===== src/rtl/cpu6_mux_port.sv =====
// CPU6 bus responder: two-byte STATUS/DATA window, TX FIFO feeding an 8N1 serializer.
// Optional RX deserializer and its flags are compiled in when CPU6_MUX_RX_EN is defined.
module cpu6_mux_port #(
    parameter logic [15:0] BASE_ADDR    = 16'hF200,
    parameter logic [15:0] CLKS_PER_BIT = 16'd434,
    parameter int          FIFO_DEPTH   = 4
) (
    input  logic        clock,
    input  logic        reset_n,
    input  logic [15:0] addressBus,
    input  logic        writeEnBus,
    input  logic [7:0]  dataOutBus,
    output logic [7:0]  dataInBus,
    output logic        select,
    output logic        tx,
    input  logic        rx
);

    localparam int          AW         = $clog2(FIFO_DEPTH);
    localparam logic [AW:0] FULL_COUNT = (AW + 1)'(FIFO_DEPTH);
    localparam logic [15:0] BIT_LAST   = CLKS_PER_BIT - 16'd1;

    typedef enum logic [1:0] {TX_IDLE, TX_START, TX_DATA, TX_STOP} tx_state_e;

    logic          hit;
    logic          we_q;
    logic          wr_stb;
    logic          data_wr;
    logic          stat_wr;
    logic          push;
    logic          tx_pop;
    logic          fifo_full;
    logic          fifo_empty;
    logic [7:0]    fifo_mem [FIFO_DEPTH];
    logic [AW-1:0] wr_ptr_q;
    logic [AW-1:0] rd_ptr_q;
    logic [AW:0]   count_q;
    logic [AW:0]   count_d;

    tx_state_e     tx_state_q;
    logic [15:0]   tx_baud_q;
    logic [2:0]    tx_bit_q;
    logic [7:0]    tx_shift_q;
    logic          tx_q;
    logic          tx_bit_d;
    logic          tx_baud_end;
    logic          tx_overflow_q;
    logic          tx_idle;

    logic          rx_ready;
    logic          rx_framing_err;
    logic          rx_overrun;
    logic [7:0]    rx_data;
    logic [7:0]    status_d;
    logic [7:0]    rdata_d;
    logic [7:0]    rdata_q;
    logic          select_q;

    assign hit        = addressBus[15:1] == BASE_ADDR[15:1];
    // A strobe held high for several cycles must only write once.
    assign wr_stb     = writeEnBus & ~we_q & hit;
    assign data_wr    = wr_stb & addressBus[0];
    assign stat_wr    = wr_stb & ~addressBus[0];
    assign fifo_full  = count_q == FULL_COUNT;
    assign fifo_empty = count_q == '0;
    assign push       = data_wr & ~fifo_full;

    assign tx_baud_end = tx_baud_q == BIT_LAST;
    assign tx_pop      = ~fifo_empty & ((tx_state_q == TX_IDLE) |
                                        ((tx_state_q == TX_STOP) & tx_baud_end));
    assign tx_idle     = fifo_empty & (tx_state_q == TX_IDLE);

    always_ff @(posedge clock or negedge reset_n) begin
        if (!reset_n) begin
            we_q <= 1'b0;
        end else begin
            we_q <= writeEnBus;
        end
    end

    always_ff @(posedge clock) begin
        if (push) begin
            fifo_mem[wr_ptr_q] <= dataOutBus;
        end
    end

    always_comb begin
        count_d = count_q;
        if (push && !tx_pop) begin
            count_d = count_q + 1'b1;
        end else if (!push && tx_pop) begin
            count_d = count_q - 1'b1;
        end
    end

    always_ff @(posedge clock or negedge reset_n) begin
        if (!reset_n) begin
            wr_ptr_q <= '0;
            rd_ptr_q <= '0;
            count_q  <= '0;
        end else begin
            if (push) begin
                wr_ptr_q <= wr_ptr_q + 1'b1;
            end
            if (tx_pop) begin
                rd_ptr_q <= rd_ptr_q + 1'b1;
            end
            count_q <= count_d;
        end
    end

    always_comb begin
        tx_bit_d = 1'b1;
        unique case (tx_state_q)
            TX_START: tx_bit_d = 1'b0;
            TX_DATA:  tx_bit_d = tx_shift_q[0];
            default:  tx_bit_d = 1'b1;
        endcase
    end

    // tx is the state-derived bit delayed one clock, which gives the two-clock
    // write-to-start latency while keeping every bit exactly CLKS_PER_BIT long.
    always_ff @(posedge clock or negedge reset_n) begin
        if (!reset_n) begin
            tx_state_q <= TX_IDLE;
            tx_baud_q  <= '0;
            tx_bit_q   <= '0;
            tx_shift_q <= '0;
            tx_q       <= 1'b1;
        end else begin
            tx_q <= tx_bit_d;
            unique case (tx_state_q)
                TX_IDLE: begin
                    if (tx_pop) begin
                        tx_shift_q <= fifo_mem[rd_ptr_q];
                        tx_baud_q  <= '0;
                        tx_state_q <= TX_START;
                    end
                end
                TX_START: begin
                    if (tx_baud_end) begin
                        tx_baud_q  <= '0;
                        tx_bit_q   <= '0;
                        tx_state_q <= TX_DATA;
                    end else begin
                        tx_baud_q <= tx_baud_q + 16'd1;
                    end
                end
                TX_DATA: begin
                    if (tx_baud_end) begin
                        tx_baud_q  <= '0;
                        tx_shift_q <= {1'b0, tx_shift_q[7:1]};
                        tx_bit_q   <= tx_bit_q + 3'd1;
                        if (tx_bit_q == 3'd7) begin
                            tx_state_q <= TX_STOP;
                        end
                    end else begin
                        tx_baud_q <= tx_baud_q + 16'd1;
                    end
                end
                TX_STOP: begin
                    if (tx_baud_end) begin
                        tx_baud_q <= '0;
                        if (tx_pop) begin
                            tx_shift_q <= fifo_mem[rd_ptr_q];
                            tx_state_q <= TX_START;
                        end else begin
                            tx_state_q <= TX_IDLE;
                        end
                    end else begin
                        tx_baud_q <= tx_baud_q + 16'd1;
                    end
                end
                default: tx_state_q <= TX_IDLE;
            endcase
        end
    end

    always_ff @(posedge clock or negedge reset_n) begin
        if (!reset_n) begin
            tx_overflow_q <= 1'b0;
        end else begin
            tx_overflow_q <= (data_wr & fifo_full) |
                             (tx_overflow_q & ~(stat_wr & dataOutBus[2]));
        end
    end

`ifdef CPU6_MUX_RX_EN
    typedef enum logic [1:0] {RX_IDLE, RX_START, RX_DATA, RX_STOP} rx_state_e;

    localparam logic [15:0] HALF_LAST = (CLKS_PER_BIT >> 1) - 16'd1;

    rx_state_e   rx_state_q;
    logic        rx_s1_q;
    logic        rx_s2_q;
    logic        rx_s3_q;
    logic [15:0] rx_baud_q;
    logic [2:0]  rx_bit_q;
    logic [7:0]  rx_shift_q;
    logic [7:0]  rx_data_q;
    logic        rx_ready_q;
    logic        rx_overrun_q;
    logic        rx_ferr_q;
    logic        rx_stop_end;
    logic        rx_good;
    logic        rx_bad;

    assign rx_stop_end = (rx_state_q == RX_STOP) && (rx_baud_q == BIT_LAST);
    assign rx_good     = rx_stop_end & rx_s2_q;
    assign rx_bad      = rx_stop_end & ~rx_s2_q;

    // Hardware sets take priority over a same-cycle write-one-to-clear.
    always_ff @(posedge clock or negedge reset_n) begin
        if (!reset_n) begin
            rx_s1_q      <= 1'b1;
            rx_s2_q      <= 1'b1;
            rx_s3_q      <= 1'b1;
            rx_state_q   <= RX_IDLE;
            rx_baud_q    <= '0;
            rx_bit_q     <= '0;
            rx_shift_q   <= '0;
            rx_data_q    <= '0;
            rx_ready_q   <= 1'b0;
            rx_overrun_q <= 1'b0;
            rx_ferr_q    <= 1'b0;
        end else begin
            rx_s1_q      <= rx;
            rx_s2_q      <= rx_s1_q;
            rx_s3_q      <= rx_s2_q;
            rx_ready_q   <= rx_good | (rx_ready_q & ~(stat_wr & dataOutBus[0]));
            rx_overrun_q <= (rx_good & rx_ready_q) |
                            (rx_overrun_q & ~(stat_wr & dataOutBus[4]));
            rx_ferr_q    <= rx_bad | (rx_ferr_q & ~(stat_wr & dataOutBus[3]));
            if (rx_good) begin
                rx_data_q <= rx_shift_q;
            end
            unique case (rx_state_q)
                RX_IDLE: begin
                    if (rx_s3_q && !rx_s2_q) begin
                        rx_baud_q  <= '0;
                        rx_state_q <= RX_START;
                    end
                end
                RX_START: begin
                    if (rx_baud_q == HALF_LAST) begin
                        rx_baud_q  <= '0;
                        rx_bit_q   <= '0;
                        rx_state_q <= rx_s2_q ? RX_IDLE : RX_DATA;
                    end else begin
                        rx_baud_q <= rx_baud_q + 16'd1;
                    end
                end
                RX_DATA: begin
                    if (rx_baud_q == BIT_LAST) begin
                        rx_baud_q  <= '0;
                        rx_shift_q <= {rx_s2_q, rx_shift_q[7:1]};
                        rx_bit_q   <= rx_bit_q + 3'd1;
                        if (rx_bit_q == 3'd7) begin
                            rx_state_q <= RX_STOP;
                        end
                    end else begin
                        rx_baud_q <= rx_baud_q + 16'd1;
                    end
                end
                RX_STOP: begin
                    if (rx_stop_end) begin
                        rx_baud_q  <= '0;
                        rx_state_q <= RX_IDLE;
                    end else begin
                        rx_baud_q <= rx_baud_q + 16'd1;
                    end
                end
                default: rx_state_q <= RX_IDLE;
            endcase
        end
    end

    assign rx_ready       = rx_ready_q;
    assign rx_framing_err = rx_ferr_q;
    assign rx_overrun     = rx_overrun_q;
    assign rx_data        = rx_data_q;
`else
    logic unused_rx;

    assign unused_rx      = rx;
    assign rx_ready       = 1'b0;
    assign rx_framing_err = 1'b0;
    assign rx_overrun     = 1'b0;
    assign rx_data        = 8'h00;
`endif

    always_comb begin
        status_d = {2'b00, tx_idle, rx_overrun, rx_framing_err,
                    tx_overflow_q, ~fifo_full, rx_ready};
        rdata_d  = 8'h00;
        if (hit) begin
            rdata_d = addressBus[0] ? rx_data : status_d;
        end
    end

    always_ff @(posedge clock or negedge reset_n) begin
        if (!reset_n) begin
            select_q <= 1'b0;
            rdata_q  <= 8'h00;
        end else begin
            select_q <= hit;
            rdata_q  <= rdata_d;
        end
    end

    assign select    = select_q;
    assign dataInBus = rdata_q;
    assign tx        = tx_q;

endmodule


===== config.mk =====
export PLATFORM = sky130hd
export DESIGN_NAME = cpu6_mux_port
export DESIGN_NICKNAME = d
export VERILOG_FILES = /design/src/rtl/cpu6_mux_port.sv
export SDC_FILE = /design/constraint.sdc
export NUM_CORES = 1
export LEC_CHECK = 0
export ABC_AREA = 1
export CAP_MARGIN = 20
export CORE_MARGIN = 1
export CORE_UTILIZATION = 39
export CTS_CLUSTER_DIAMETER = 40
export DETAILED_ROUTE_END_ITERATION = 8
export PLACE_DENSITY = 0.56
export SKIP_CTS_REPAIR_TIMING = 1
export SLEW_MARGIN = 5
export SYNTH_ARGS = -nofsm -noshare
export SYNTH_HDL_FRONTEND = slang
export SYNTH_SLANG_ARGS = --single-unit

===== constraint.sdc =====
create_clock -name clock -period 2.9 [get_ports clock]
set_clock_uncertainty 0.15 [all_clocks]
set_input_delay 0.58 -clock clock [delete_from_list [all_inputs] [get_ports clock]]
set_output_delay 0.58 -clock clock [all_outputs]
set_load 0.02 [all_outputs]

== Word level (Yosys, flattened, before mapping) ==
Memory sizes are Yosys's and may differ from the RTL's.
Cells that the tools add are included.
Word-level totals
  flip-flop bits (word level): 48
  bits in writable memories: 32
  input port bits: 28
  output and inout bits: 10
  word-level logic and storage cells: 86
  memories: 1
Memories
  fifo_mem: depth 4, width 8, rd ports 1, clocked after memory_dff 0, wr ports 1, line 34  | logic [7:0] fifo_mem [FIFO_DEPTH];
Cells by class
  $add $sub $neg: 6
  equality and inequality tests: 12
  multiplexer cells: 24
  bitwise operators: 18
  reductions and logical operators: 13
Operators with widths (count)
  $mux W16: 2
  $mux W8: 4
  $pmux W16 S2: 1
  $pmux W8 S3: 1
  $add A16 B1 Y16 const B: 1
  $eq A16 B9 Y1 const B: 1
  $eq A15 B15 Y1 const B: 1
  $mux W3: 4
  $and A1 B1 Y1: 11
  $mux W2: 5
  $ne A2 B2 Y1 const B: 5
  $pmux W2 S4: 1
  $add A3 B1 Y3 const B: 2
  $eq A3 B3 Y1 const B: 2
  $mux W6: 1
  $pmux W3 S2: 1
  $reduce_and A3 Y1: 2
  $not A1 Y1: 5
  $reduce_and A5 Y1: 1
  $add A2 B1 Y2 const B: 2
  $eq A2 B2 Y1 const B: 2
  $reduce_bool A2 Y1: 2
  $logic_not A3 Y1: 1
  $mux W1: 3
  other kinds (9): 12

== Longest topological paths before layout ==
  depth in word-level cells: 9
  depth in mapped cells: 15
  depth with buffers taken out: 15

== Worst setup path before layout ==
No wires, ideal clock.
  path type: input -> register
  from: input addressBus[8]
  to: register count_q[2]
  library setup time: 0.131 ns
  arrival: 2.158 ns
  required time: 2.619 ns
  path slack: 0.461 ns
  cell stages on the path: 13
  buffers on the path: 0
  path through: nor2_1 -> nand2_1 -> nor2_1 -> nand2_1 -> inv_1 -> nand3_1 -> inv_1 -> ha_1 -> inv_1 -> fa_1 -> a21oi_1 -> o21ai_0 -> xor2_1
On the way
  cells in the longest elaborated chain, start to end: 7
  elaborated cells on any way between the ends: 9
  classes of those cells: eq/ne (1); mux (1); bitwise (3); reduce/logical (4)
Ends and longest elaborated chain
  start, declared: line 10  | input logic [15:0] addressBus,
  $eq A15 B15 Y1 (*): line 59  | assign hit = addressBus[15:1] == BASE_ADDR[15:1];
  named net hit: line 25  | logic hit;
  $and A1 B1 Y1 (*): line 61  | assign wr_stb = writeEnBus & ~we_q & hit;
  $and A1 B1 Y1 (*): line 62  | assign data_wr = wr_stb & addressBus[0];
  $and A1 B1 Y1 (*): line 66  | assign push = data_wr & ~fifo_full;
  named net push: line 30  | logic push;
  $logic_not A1 Y1: line 91  | end else if (!push && tx_pop) begin
  $logic_and A1 B1 Y1: line 91
  $reduce_bool A2 Y1 (no line)
  end signal, assigned: line 108  | count_q <= count_d;
  end, declared: line 37  | logic [AW:0] count_q;
The timed path passes the listed nets; every way through them passes the cells marked *.
A chain may end at the register's enable or synchronous reset.

== Worst setup path after layout ==
  from: register tx_state_q[1]
  to: register count_q[1]
On the way
  cells in the longest elaborated chain, start to end: 7
  elaborated cells on any way between the ends: 10
  classes of those cells: eq/ne (1); mux (1); bitwise (3); reduce/logical (5)
Ends and longest elaborated chain
  start, declared: line 40  | tx_state_e tx_state_q;
  start signal, assigned: line 125  | tx_state_q <= TX_IDLE;
  start signal, assigned: line 137  | tx_state_q <= TX_START;
  start signal, assigned: line 144  | tx_state_q <= TX_DATA;
  $eq A2 B2 Y1: line 70  | ((tx_state_q == TX_STOP) & tx_baud_end));
  $and A1 B1 Y1: line 70
  $or A1 B1 Y1 (*): line 69  | assign tx_pop = ~fifo_empty & ((tx_state_q == TX_IDLE) |
  $and A1 B1 Y1 (*): line 69
  $logic_not A1 Y1 (*): line 89  | if (push && !tx_pop) begin
  $logic_and A1 B1 Y1 (*): line 89
  $mux W3 (*): line 89
  named net count_d[1]: line 38  | logic [AW:0] count_d;
Marks and branches as above.

==> results by group <==
Setup path
  • Worst EP arrival: between 2000 and 3000 ps
  • Setup Crit Path Kind: register to register
  • Worst EP required: approximately 3000 ps
  • Crit. Startpoint: tx_state_q[1]
  • Crit end category: register
  • CP Max Fanout: 5
  • FF-to-FF Start: tx_state_q[1]
  • Setup crit start kind: register

CTS
  • H-tree depth: 3
  • CTS Buffer Depth: 2
  • Clock buffer count from CTS: 9
  • CTS tree: yes
  • Root Buffer: clkbuf_8
  • Clk slew on worst S/H paths: about 100 ps
  • Clk_lat worst skew: ~360 ps
  • # clock sinks: 75

Routing
  • # DRC: 0
  • Vias: 2787
  • DRT Pass-1 Iters: 6
  • WL final: 7.52 mm
  • Antenna viol nets, final: 0
  • Drt wl/cell: 12.7 um
  • Vias per cell: around 4.7
  • Iteration-0 DRC Markers: 140

Yosys
  • Post-Syn Instances: about 420
  • Ys Warns: 0
  • Post-synth top area share: 0.279
  • Ys flop type: dfrtp_1
  • Yosys top cell by area: dfrtp_1
  • Top post-synthesis cells by area: dfrtp_1, edfxtp_1, nand2_1, nand3_1, ha_1
  • Count leader, synth: nand2_1
  • Sequential area share after synthesis: 0.542
  • Mapped Area: 3760 um2
  • Synth async-reset ratio: 0.573
  • EDFF count, synth: 32
  • Syn avg cell area: between 9 and 10 um2
  • Yosys reg bits: 75
  • Synth top cells by count: nand2_1, nand3_1, dfrtp_1
  • Netlist cell types: 35

Global routing
  • GRT Util Overall: 0.170
  • Initial antenna violation count: 0
  • Global route overflow: 0
  • Vias in the first global route: between 2000 and 3000
  • Global-route wire length before repair: 13.4 mm
  • Pin count of the biggest net entering global routing: 25

STA
  • Final worst path period need: 2620 ps
  • Final Max Tran Viols: 0
  • Actual slew at the worst max-slew pin: about 560 ps
  • Max-slew headroom: 0.626
  • Sum Neg Setup Slack: 0 ps
  • Worst hold slack: approximately 45 ps
  • Final setup fails: 0
  • Fmax: 0.382 GHz
  • Final worst path period share: 0.903
  • RSZ-0062 raised after global routing: no
  • Fin. Hold Viols: 0

Layout
  • Final Instance Area: about 4500 um2
  • Number of cells in the finished layout apart from fillers: 594
  • Antenna cell count: 0
  • Synthesis-to-layout area growth: 18.6%
  • Filler instances: between 900 and 1000
  • Layout cells sized above 1: 0.105
  • Layout Nets: around 500

Floorplanning
  • Die W: roughly 100 um
  • # rows: 35
  • Core Area: 9280 um2
  • Initial Util: 0.405
  • Die area: 10000 um2
  • DIE HEIGHT: between 100 and 150 um
  • IO Pins: 38

Placement
  • Port bufs: 31
  • Placed instance count: approximately 580
  • Hpwl dp: approximately 5.3 mm
  • DP Area: between 4000 and 5000 um2
  • GP Congestion: about 0.8

Flow run
  • Max_cap viols: 0

Power and ir drop
  • Maximum VDD drop: 0.000298 V
  • Leak: 1.98 nW
  • Power Dens Cells: between 400 and 500 nW/um2

Hold path
  • Hold crit path type: primary input to async pin

Outcome
  • Status: complete, no violations
worst max-delay path, stage by stage, from the launching register on:
cell and delay [ps]:
dfrtp_1 410, inv_1 140, ha_1 300, inv_2 110
a22oi_1 190, buf_4 170, nand2_4 70, ha_1 180
inv_1 90, fa_1 410, mux2_2 280
metrics by stage:
| step | worst slack, ps | util | total power, mW |
|---|---|---|---|
| after global routing | 133 | 0.481 | 2.13 |
| final | 281 | 0.481 | 2.06 |
| after floorplan | 461 | - | 1.15 |
| after detailed placement | 4.26 | 0.458 | 1.19 |
| after global placement | 51.4 | 0.458 | 1.19 |
| after CTS | 271 | 0.481 | 2.08 |
routing by layer:
layer  global-route usage  vias to the layer above  wire length (um)
li1                     -                     1438                 -
met1                0.223                     1306              3610
met2                0.277                       30              3600
met3               0.0397                       13               202
met4               0.0580                        0               115
met5                    0                        -                 0
sequential cells by signal, indices dropped and copies added, names as in the netlist:
name           cells
wr_ptr_q           2
dataInBus          3
tx                 1
tx_overflow_q      1
select             1
fifo_mem          32
tx_baud_q         16
tx_shift_q         8
we_q               1
tx_bit_q           3
count_q            3
tx_state_q         2
rd_ptr_q           2
report_power, final:
group	internal, mW	switching [mW]
Clock	0.424	0.467
Combinational	0.0326	0.0291
Sequential	1.11	0.000348
final timing paths:
check | to | slack [ps] | depth (start not counted)
min reg2reg | tx_overflow_q | 330 | 2
min | tx_baud_q[4] | 40 | 1
max reg2reg | count_q[1] | 280 | 10
max | count_q[1] | 280 | 10
min in group clock | tx_overflow_q | 330 | 2
max in group asynchronous | count_q[1] | 1870 | 2
kinds of logic (layout without fill, tap and decap cells):
group	after synthesis	after routing	synth area share
other	1	5	0.000997
xor gates and xnor gates	9	9	0.0210
muxes	1	1	0.00299
AOI/OAI and AO/OA	35	35	0.0525
buffers and inverters	57	102	0.0645
and+or+nand+nor	223	223	0.264
adders and majority gates	15	15	0.0519
DFF	75	75	0.542
layout by cell type (no fill, tap or decap), types with 2 or more instances in the layout:
cell type,n
ha_1,14
a21oi_1,6
o22ai_1,5
clkbuf_8,9
xnor2_1,2
dfrtp_1,42
inv_1,37
nor3_1,4
inv_6,2
nand2_1,115
xor2_1,7
nand2_4,5
nand4_1,5
clkdlybuf4s50_1,30
buf_4,11
nor2_2,4
nor2_4,2
o21ai_1,5
inv_2,5
clkinv_1,2
nand3_1,53
edfxtp_1,32
nor2_1,32
o21ai_0,16
inv_8,3
conb_1,5
final cells by class:
cell class	count	area [um2]	share of cell area
clock buffer	9	124	0.0278
multi-input combinational	288	1500	0.335
tap	129	161	0.0362
timing repair buffer	42	388	0.0869
inverter	44	165	0.0370
clock inverter	7	90.1	0.0202
sequential	75	2040	0.457
No activity file was read; power rests on OpenSTA's default activity.
